--- config.mk ---
export PLATFORM = sky130hd
export DESIGN_NAME = filter_enum_flat
export DESIGN_NICKNAME = d
export VERILOG_FILES = /design/src/rtl/filter_enum_if.sv /design/src/rtl/filter_enum.sv /design/src/flat_wrapper.sv
export SDC_FILE = /design/constraint.sdc
export NUM_CORES = 1
export LEC_CHECK = 0
export BUFFER_PORTS_ARGS = -buffer_cell sky130_fd_sc_hd__buf_2
export CORE_MARGIN = 2
export CORE_UTILIZATION = 53
export CTS_CLUSTER_DIAMETER = 200
export CTS_CLUSTER_SIZE = 28
export DETAILED_ROUTE_END_ITERATION = 12
export PLACE_DENSITY = 0.77
export SYNTH_ARGS = -nofsm -noshare
export SYNTH_HDL_FRONTEND = slang
export SYNTH_SLANG_ARGS = --single-unit
--- constraint.sdc ---
create_clock -name clk -period 3.4 [get_ports clk]
set_input_delay 0 -clock clk [delete_from_list [all_inputs] [get_ports clk]]
set_output_delay 0 -clock clk [all_outputs]
set_load 0.02 [all_outputs]
--- src/rtl/filter_enum_if.sv ---
// filter_enum_if -- handshake bundle between the Crypto1 filter preimage
// enumerator and its consumer.
//   start  : begin a run (taken only while the enumerator is idle)
//   ks_bit : target filter output, latched when start is taken
//   ready  : consumer accepts cand when valid & ready
//   valid  : cand holds a candidate
//   cand   : 20-bit filter input, nibble k = cand[4k+3:4k]
//   index  : ordinal of cand within the run, 0..524287
//   last   : final candidate of the run (qualified by valid)
//   busy   : a run is in progress
//   done   : one-cycle pulse after the final candidate is accepted
// The slave modport is the enumerator; the master modport is the producer
// of start/ks_bit and consumer of candidates.
interface filter_enum_if;
  logic        start;
  logic        ks_bit;
  logic        ready;
  logic        valid;
  logic [19:0] cand;
  logic [18:0] index;
  logic        last;
  logic        busy;
  logic        done;

  modport master (
    output start, ks_bit, ready,
    input  valid, cand, index, last, busy, done
  );

  modport slave (
    input  start, ks_bit, ready,
    output valid, cand, index, last, busy, done
  );
endinterface

--- src/rtl/filter_enum.sv ---
// filter_enum -- Crypto1 filter-function preimage enumerator.
// Given one keystream bit, walks every 20-bit filter input whose
// fc(fa, fb, fb, fa, fb) output equals that bit, one candidate per accepted
// handshake, in a fixed order:
//   outer: qualifying fc patterns n in ascending order (16 of them)
//   inner: five 3-bit digits d0..d4 (d0 fastest); nibble k is the d_k-th
//          ascending 4-bit input whose sub-function output equals n[k].
// Because 16 patterns x 8^5 digits = 2^19, the run ordinal itself encodes the
// position: index[18:15] selects the pattern, index[3k+2:3k] is digit d_k.
// Ports:
//   clk   : clock, rising edge
//   rst_n : asynchronous active-low reset, aborts any run without done
//   bus   : filter_enum_if.slave handshake bundle (see interface header)
// All outputs are registered; ready/start reach outputs only through flops.
module filter_enum #(
  parameter logic [15:0] FA_FN = 16'h9E98,
  parameter logic [15:0] FB_FN = 16'hB48E,
  parameter logic [31:0] FC_FN = 32'hEC57E80A
) (
  input  logic         clk,
  input  logic         rst_n,
  filter_enum_if.slave bus
);

  typedef enum logic [1:0] {
    IDLE = 2'd0,
    RUN  = 2'd1,
    FIN  = 2'd2
  } state_t;

  // Ordinal-th fc input (ascending) whose table entry equals ks.
  function automatic logic [4:0] nth_pattern(input logic [3:0] ord, input logic ks);
    logic [4:0] res;
    logic [4:0] cnt;
    res = 5'd0;
    cnt = 5'd0;
    for (int n = 0; n < 32; n++) begin
      if (FC_FN[n] == ks) begin
        if (cnt == {1'b0, ord}) begin
          res = 5'(n);
        end
        cnt = cnt + 5'd1;
      end
    end
    return res;
  endfunction

  // d-th 4-bit input (ascending) for which fn produces want.
  function automatic logic [3:0] nth_input(input logic [15:0] fn, input logic want,
                                           input logic [2:0] d);
    logic [3:0] res;
    logic [3:0] cnt;
    res = 4'd0;
    cnt = 4'd0;
    for (int i = 0; i < 16; i++) begin
      if (fn[i] == want) begin
        if (cnt == {1'b0, d}) begin
          res = 4'(i);
        end
        cnt = cnt + 4'd1;
      end
    end
    return res;
  endfunction

  // Candidate at a given run ordinal; nibbles 0 and 3 feed fa, the rest fb.
  function automatic logic [19:0] build_cand(input logic [18:0] idx, input logic ks);
    logic [4:0]  n;
    logic [19:0] c;
    n        = nth_pattern(idx[18:15], ks);
    c[3:0]   = nth_input(FA_FN, n[0], idx[2:0]);
    c[7:4]   = nth_input(FB_FN, n[1], idx[5:3]);
    c[11:8]  = nth_input(FB_FN, n[2], idx[8:6]);
    c[15:12] = nth_input(FA_FN, n[3], idx[11:9]);
    c[19:16] = nth_input(FB_FN, n[4], idx[14:12]);
    return c;
  endfunction

  state_t      state_r, state_next;
  logic        ks_r, ks_next;
  logic [18:0] index_r, index_next;
  logic [19:0] cand_r, cand_next;
  logic        last_r, last_next;
  logic        valid_r, valid_next;
  logic        busy_r, busy_next;
  logic        done_r, done_next;

  // One shared candidate builder: from IDLE it produces ordinal 0 for the
  // incoming ks_bit, during a run it produces the successor of the current one.
  logic [18:0] step_idx;
  logic        step_ks;
  logic [19:0] step_cand;
  logic        accept;

  assign step_idx  = (state_r == IDLE) ? 19'd0 : (index_r + 19'd1);
  assign step_ks   = (state_r == IDLE) ? bus.ks_bit : ks_r;
  assign step_cand = build_cand(step_idx, step_ks);
  assign accept    = valid_r & bus.ready;

  // Next-state and next-output logic for the start/valid/ready sequencer.
  always_comb begin
    state_next = state_r;
    ks_next    = ks_r;
    index_next = index_r;
    cand_next  = cand_r;
    last_next  = last_r;
    valid_next = 1'b0;
    busy_next  = 1'b0;
    done_next  = 1'b0;
    case (state_r)
      IDLE: begin
        if (bus.start) begin
          state_next = RUN;
          ks_next    = bus.ks_bit;
          index_next = step_idx;
          cand_next  = step_cand;
          last_next  = 1'b0;
          valid_next = 1'b1;
          busy_next  = 1'b1;
        end else begin
          state_next = IDLE;
        end
      end
      RUN: begin
        valid_next = 1'b1;
        busy_next  = 1'b1;
        if (accept && last_r) begin
          state_next = FIN;
          valid_next = 1'b0;
          busy_next  = 1'b0;
          done_next  = 1'b1;
          last_next  = 1'b0;
        end else if (accept) begin
          index_next = step_idx;
          cand_next  = step_cand;
          last_next  = (step_idx == {19{1'b1}});
        end else begin
          // stalled: candidate, ordinal and last are held
          state_next = RUN;
        end
      end
      FIN: begin
        // start is deliberately not looked at in the done cycle
        state_next = IDLE;
      end
      default: begin
        state_next = IDLE;
      end
    endcase
  end

  // State and output registers; reset clears everything so an aborted run emits no done.
  always_ff @(posedge clk or negedge rst_n) begin
    if (!rst_n) begin
      state_r <= IDLE;
      ks_r    <= 1'b0;
      index_r <= 19'd0;
      cand_r  <= 20'd0;
      last_r  <= 1'b0;
      valid_r <= 1'b0;
      busy_r  <= 1'b0;
      done_r  <= 1'b0;
    end else begin
      state_r <= state_next;
      ks_r    <= ks_next;
      index_r <= index_next;
      cand_r  <= cand_next;
      last_r  <= last_next;
      valid_r <= valid_next;
      busy_r  <= busy_next;
      done_r  <= done_next;
    end
  end

  assign bus.valid = valid_r;
  assign bus.cand  = cand_r;
  assign bus.index = index_r;
  assign bus.last  = last_r;
  assign bus.busy  = busy_r;
  assign bus.done  = done_r;

endmodule

--- src/flat_wrapper.sv ---
// flat-port wrapper written by rule: the top's interface ports become plain ports
module filter_enum_flat 
#(
  parameter logic [15:0] FA_FN = 16'h9E98,
  parameter logic [15:0] FB_FN = 16'hB48E,
  parameter logic [31:0] FC_FN = 32'hEC57E80A
)
  (clk, rst_n, bus_start, bus_ks_bit, bus_ready, bus_valid, bus_cand, bus_index, bus_last, bus_busy, bus_done);
  filter_enum_if bus_i ();
  input  logic clk;
  input  logic rst_n;
  input wire logic [$bits(bus_i.start)-1:0] bus_start;
  input wire logic [$bits(bus_i.ks_bit)-1:0] bus_ks_bit;
  input wire logic [$bits(bus_i.ready)-1:0] bus_ready;
  output wire logic [$bits(bus_i.valid)-1:0] bus_valid;
  output wire logic [$bits(bus_i.cand)-1:0] bus_cand;
  output wire logic [$bits(bus_i.index)-1:0] bus_index;
  output wire logic [$bits(bus_i.last)-1:0] bus_last;
  output wire logic [$bits(bus_i.busy)-1:0] bus_busy;
  output wire logic [$bits(bus_i.done)-1:0] bus_done;
  assign bus_i.start = bus_start;
  assign bus_i.ks_bit = bus_ks_bit;
  assign bus_i.ready = bus_ready;
  assign bus_valid = bus_i.valid;
  assign bus_cand = bus_i.cand;
  assign bus_index = bus_i.index;
  assign bus_last = bus_i.last;
  assign bus_busy = bus_i.busy;
  assign bus_done = bus_i.done;
  filter_enum #(.FA_FN(FA_FN), .FB_FN(FB_FN), .FC_FN(FC_FN)) u_core (.clk(clk), .rst_n(rst_n), .bus(bus_i));
endmodule
==> reports/qor.yml, run 1 <==
sta:
  finalMaxSlewViolations: 0
  clock_skew_ns: 0.0120
  rsz0062_at_grt: "true"
  finalSetupViolations: 0
  finalCritPeriodShare_pct: 99.0
  finalHoldViolations: 0
  worst_pin_slew_ns: 1.05
  relSlewSlack_pct: 29.9
  layout_min_cycle_time_ns: 3.37
  max_clock_freq_mhz: 297
  fin_setup_tns_ns: 0
global_route:
  grt_first_pass_wirelength_mm: 18.0
  antenna_found_initial: 0
  grt_start_max_net_pins: 46
  grt_pass1_vias: 3702
  grt_overflow_total: 0
  grt_util_all_layers_pct: 29.5
final_layout:
  nNetsFinal: 560
  layout.cells.non_filler: 646
  final_area_mm2: 0.00469
  finish.utilization_pct: 68.7
  diodes: 0
  drive_gt1_share_pct: 32.5
  area_delta_synth_final_pct: 25.1
cts:
  clockBufferDepth: 2
  cts-htree-levels: 2
  cts_buffers: 5
  clock_latency_ns: 0.31
  cts_sinks: 45
  clockRootBuffer: "clkbuf_8"
  path_clk_slew_ns: 0.09
  cts_tree: "done"
synthesis:
  yosys-top-cells-area: "dfrtp_1 30%, nand2_1 6.3%, nor2_1 4.8%"
  synth_edf_count: 0
  yosys.area.top_type: "dfrtp_1"
  yosys_warnings: 0
  ys_ff_latch: 45
  yosys.cell_count.top_type: "nand2_1"
  ys.flop_type: "dfrtp_1"
  yosysUniqueCellTypes: 81
  async_reset_ff_share_pct: 100
  synthDominantCellAreaShare_pct: 30.0
  synthTopCellsByCount: "63 x nand2_1, 48 x nor2_1, 45 x dfrtp_1, 34 x o21ai_0, 21 x a21oi_1"
  syn_inst: 471
  syn_avg_cell_area_um2: 7.96
  synth_area_mm2: 0.00375
  syn_nets: 482
  ys_seq_area_share_pct: 30.0
critical_path:
  critPathLaunchType: "flop"
  path_max_fanout: 5
  end_kind: "flop"
  rrSetupSlack_ns: 0.03
  crit_type: "reg -> reg"
  crit_required_ns: 3.64
  arrival_ns: 3.61
placed_design:
  portBuffers: 47
  dp_hpwl_mm: 8.06
  postPlaceCellArea_mm2: 0.00436
  place_congestion: 0.952
  dp_cells: 628
floorplan:
  row_count: 30
  core_mm2: 0.00683
  boundaryPins: 48
  initial_core_util_pct: 54.9
  dieArea_mm2: 0.00776
  die_w_um: 88.1
  die_height_um: 88.1
drt:
  wl_mm: 11.4
  drtIter0Drc: 300
  route.detailed.drc: 0
  vias_per_cell: 6.16
  avgRoutedWirePerCell_um: 17.7
  antenna_left: 0
  drtPass1Iterations: 5
  vias: 3980
hold_path:
  min_path_type: "in -> reg"
power_and_ir_drop:
  p_leak_nw: 1.95
  power_density_mw_per_mm2: 454
  power.total_mw: 2.13
  ir_drop_mv: 0.427
flow_run:
  max_cap_viol_count: 0
status:
  status: "completed"
final timing paths:
path                                      from              endpoint  cells after the start
min reg2reg                 u_core.bus.cand[9]    u_core.bus.cand[9]                      2
min in group asynchronous                rst_n   u_core.bus.cand[14]                      2
max                        u_core.bus.index[0]    u_core.bus.cand[3]                     14
min                                  bus_start  u_core.bus.index[15]                      4
max reg2reg                u_core.bus.index[0]    u_core.bus.cand[3]                     14
max in group asynchronous                rst_n   u_core.bus.index[6]                      2
critical path, stage by stage, from the launching register on:
cell      delay [ns]
dfrtp_2         0.41
ha_4            0.16
nand4_4         0.12
buf_6           0.16
or3_4           0.36
or3_4           0.39
a211oi_2        0.24
a221oi_2        0.07
or3_4           0.42
clkinv_4        0.07
ha_4            0.13
or4b_4          0.45
mux2i_1         0.14
nor4_1          0.06
a21oi_1         0.12
per-stage QoR:
stage / hold slack (ns) / setup WS, ns
2_1_floorplan: -0.296 / -0.0443
3_3_place_gp: 0.244 / 0.0568
3_5_place_dp: 0.253 / 0.0176
4_1_cts: 0.136 / 0.0426
5_1_grt: 0.156 / -0.0820
6_report: 0.144 / 0.0334
layer usage:
metal	GRT usage (%)	share of wire [%]
met1	40.1	44
met2	47.7	48
met3	4.71	4.9
met4	10.7	2.5
met5	0	0
power breakdown:
group | switching [mW] | internal [mW] | total [mW]
Combinational | 0.593 | 0.427 | 1.02
Clock | 0.195 | 0.239 | 0.434
Sequential | 0.0645 | 0.613 | 0.678
Total | 0.852 | 1.28 | 2.13
repair_timing:
item / 4_1_cts / 5_1_grt
setup endpoints to repair: 1 / 13
hold endpoints to repair: 48 / 0
hold buffers: 3 / 0
setup buffers: 0 / 7
gates resized for setup: 1 / 29
pin swaps: 0 / 13
sequential cells by signal, summed over array words and instances (netlist names):
name and flops:
u_core.state_r 2, u_core.bus.done 1, u_core.bus.last 1, u_core.bus.index 19
u_core.bus.valid 1, u_core.bus.cand 20, u_core.ks_r 1
layout make-up:
cell class                 instances  area [µm²]
clock inverter                     2        37.5
fill                             581        2140
timing repair buffer             106         689
tap                               96         120
sequential                        45        1130
multi-input combinational        381        2590
clock buffer                       6        82.6
inverter                          10        42.5
kinds of logic after synthesis:
kind of cell | share of synthesized area, %
muxes | 3.60
DFF | 30.0
adders and majority gates | 2.54
xor gates and xnor gates | 3.74
and+or+nand+nor | 29.5
AOI/OAI and AO/OA | 25.0
buffers and inverters | 5.64
cell usage in the layout (no fill, tap or decap), types with 8 or more instances in the layout:
cell type  count
nand2_1       63
buf_4         55
nor2_1        48
buf_2         47
dfrtp_1       42
o21ai_0       33
a21oi_1       19
nor3_1        17
nand3_1       14
xnor2_1       10
o21a_1         9
mux2i_1        9
nand4_1        8
a31oi_1        8
No activity file was read; power rests on OpenSTA's default activity.
==> run 2: changes to the inputs <==
--- a/config.mk
+++ b/config.mk
@@ -5,13 +5,14 @@
 export SDC_FILE = /design/constraint.sdc
 export NUM_CORES = 1
 export LEC_CHECK = 0
+export ABC_AREA = 1
 export BUFFER_PORTS_ARGS = -buffer_cell sky130_fd_sc_hd__buf_2
 export CORE_MARGIN = 2
-export CORE_UTILIZATION = 53
+export CORE_UTILIZATION = 50
 export CTS_CLUSTER_DIAMETER = 200
 export CTS_CLUSTER_SIZE = 28
 export DETAILED_ROUTE_END_ITERATION = 12
-export PLACE_DENSITY = 0.77
+export PLACE_DENSITY = 0.73
 export SYNTH_ARGS = -nofsm -noshare
 export SYNTH_HDL_FRONTEND = slang
 export SYNTH_SLANG_ARGS = --single-unit
==> reports/qor.yml, run 2 <==
drt:
  drtPass1Iterations: 5
  wl_mm: 10.8
  route.detailed.drc: 0
  avgRoutedWirePerCell_um: 14.3
  antenna_left: 0
  drtIter0Drc: 260
  vias: 4105
  vias_per_cell: 5.44
synthesis:
  synthDominantCellAreaShare_pct: 28.6
  yosys.cell_count.top_type: "nand2_1"
  synthTopCellsByCount: "135 x nand2_1, 77 x inv_1, 66 x nor2_1, 45 x dfrtp_1, 34 x nand3_1"
  ys_seq_area_share_pct: 28.6
  yosys_warnings: 0
  syn_nets: 595
  ys.flop_type: "dfrtp_1"
  synth_edf_count: 0
  yosys.area.top_type: "dfrtp_1"
  synth_area_mm2: 0.00393
  syn_inst: 584
  yosys-top-cells-area: "dfrtp_1 29%, nand2_1 13%, inv_1 7.3%"
  yosysUniqueCellTypes: 48
  syn_avg_cell_area_um2: 6.73
  async_reset_ff_share_pct: 100
  ys_ff_latch: 45
critical_path:
  cp_slowest_cell: "dfrtp_2"
  crit_required_ns: 3.65
  path_buf_inv: 1
  critPathMaxStageDelay_ns: 0.44
  cp_top_family: "simple AND/OR/NAND/NOR gates"
  arrival_ns: 3.40
  critical_path.most_common_cell: "nand2_2"
  path_cells: "ha_4, nand2_4, nor2_4, nand2_2, nor2_4, nand2_2, nand2_2, nand4_1, nand2_4, nor2_1, nand2_1, nand2_1, o21ai_2, o2111ai_2, nor2_2, nand2_2, ha_1, inv_1, o311ai_1, o21ai_1, nand2_1"
  crit_type: "reg -> reg"
  path_max_fanout: 6
  end_kind: "flop"
  critPathLaunchType: "flop"
final_layout:
  layout.cells.non_filler: 754
  finish.utilization_pct: 60.6
  nNetsFinal: 662
  final_cell_mix: "134 x nand2_1, 76 x inv_1, 66 x nor2_1"
  diodes: 0
  nFillCells: 733
  drive_gt1_share_pct: 25.9
  mostFrequentLayoutCell: "nand2_1"
  area_delta_synth_final_pct: 18.4
  largest_register_ffs: 20
cts:
  cts_buffers: 5
  cts_sinks: 45
  clock_latency_ns: 0.31
  cts_tree: "done"
  path_clk_slew_ns: 0.09
  clockRootBuffer: "clkbuf_8"
  clockBufferDepth: 2
  cts-htree-levels: 2
placed_design:
  dp_hpwl_mm: 8.19
  dp_cells: 734
  pre_cts_slack_ns: 0.0720
  portBuffers: 47
  place_congestion: 1.00
floorplan:
  core_mm2: 0.00769
  die_height_um: 92.7
  die_w_um: 92.7
  initial_core_util_pct: 51.2
  row_count: 32
  dieArea_mm2: 0.00859
  boundaryPins: 48
sta:
  finalSetupViolations: 0
  relSlewSlack_pct: 28.7
  finalHoldViolations: 0
  fin_setup_tns_ns: 0
  max_clock_freq_mhz: 317
  layout_min_cycle_time_ns: 3.15
  rsz0062_at_grt: "false"
  finalMaxSlewViolations: 0
  finalCritPeriodShare_pct: 92.7
  clock_skew_ns: 0.00748
  holdWs_ns: 0.0000751
  finalWorstSetupSlack_ns: 0.249
  worst_pin_slew_ns: 1.07
global_route:
  antenna_found_initial: 0
  grt_pass1_vias: 3724
  grt_overflow_total: 0
  grt_first_pass_wirelength_mm: 17.7
  grt_start_max_net_pins: 46
  grt_util_all_layers_pct: 25.4
power_and_ir_drop:
  p_leak_nw: 2.24
  p_int_mw: 2.00
  power_frac_comb_pct: 70.1
  switching_power_mw: 2.33
  power_density_mw_per_mm2: 929
  pwr-share-clk_pct: 10.2
  ir_drop_mv: 0.453
  switching_share_pct: 53.9
  power_frac_seq_pct: 19.7
flow_run:
  max_cap_viol_count: 0
status:
  status: "completed"
hold_path:
  min_path_type: "in -> reg"
[run 2: cell types whose count changed in the layout (fill, tap and decap cells not counted), sizes merged, moves of 9 or more]
cell,delta
buf,-30
inv,+77
mux2i,-9
nand2,+101
nand3,+28
nand4,+13
nor2,+34
nor4,-10
or3,-9
xnor2,-10
[run 2: worst min-delay path, cell delays in order]
cell and delay, ns:
buf_2 0.07, nand2_1 0.11, nand2_1 0.09
[run 2: cells by family after synthesis]
group	synth area share, %
simple gates	43.1
flops	28.6
fa+ha+maj	1.91
buf+inv	10.8
compound gates	15.2
xor+xnor	0.414
[run 2: area by class of cell]
| class | instances | area, µm² | share of cell area, % |
|---|---|---|---|
| well taps | 102 | 128 | 2.74 |
| clock inverters | 2 | 37.5 | 0.806 |
| clock buffers | 6 | 82.6 | 1.77 |
| flip-flops and latches | 45 | 1130 | 24.2 |
| inverters | 87 | 339 | 7.28 |
| multi-input cells | 437 | 2490 | 53.5 |
| repair buffers | 75 | 450 | 9.67 |
[run 2: through the flow]
stage               total power [mW]  instance area, µm²
detailed placement              3.67                4340
floorplan                       2.96                3930
CTS                             4.13                4480
global route                    4.70                4660
global placement                3.65                4340
finish                          4.33                4660
[run 2: timing repair]
item,4_1_cts,5_1_grt
hold buffers,2,0
endpoints found under the hold margin,46,0
endpoints found under the setup margin,0,16
resized for setup,0,22
buffers inserted,0,10
[run 2: routing by layer]
layer / up-vias / GRT usage [%] / routed length (µm)
met2: 136 / 41.8 / 5110
met1: 1893 / 35.2 / 4920
met4: 0 / 7.11 / 145
met5: - / 0 / 0
li1: 2063 / - / -
met3: 13 / 3.42 / 597
[run 2: power groups by stage]
stage | registers, mW | logic, mW | clock network [mW]
6_report | 0.853 | 3.03 | 0.442
5_1_grt | 0.879 | 3.35 | 0.471
4_1_cts | 0.844 | 2.83 | 0.451
3_5_place_dp | 0.851 | 2.82 | 0
3_3_place_gp | 0.844 | 2.80 | 0
2_1_floorplan | 1.03 | 1.93 | 0
[run 2: final timing paths]
kind / startpoint / endpoint / slack, ns / cells past startpoint
min in group asynchronous: rst_n / u_core.bus.cand[14] / 0.43 / 2
worst max register to register: u_core.bus.index[1] / u_core.bus.cand[10] / 0.25 / 21
worst min-delay path: bus_start / u_core.state_r[0] / 0.00008 / 3
max in group asynchronous: rst_n / u_core.bus.index[1] / 2.24 / 2
worst max-delay path: u_core.bus.index[1] / u_core.bus.cand[10] / 0.25 / 21
worst min register to register: u_core.bus.cand[4] / u_core.bus.cand[4] / 0.49 / 2
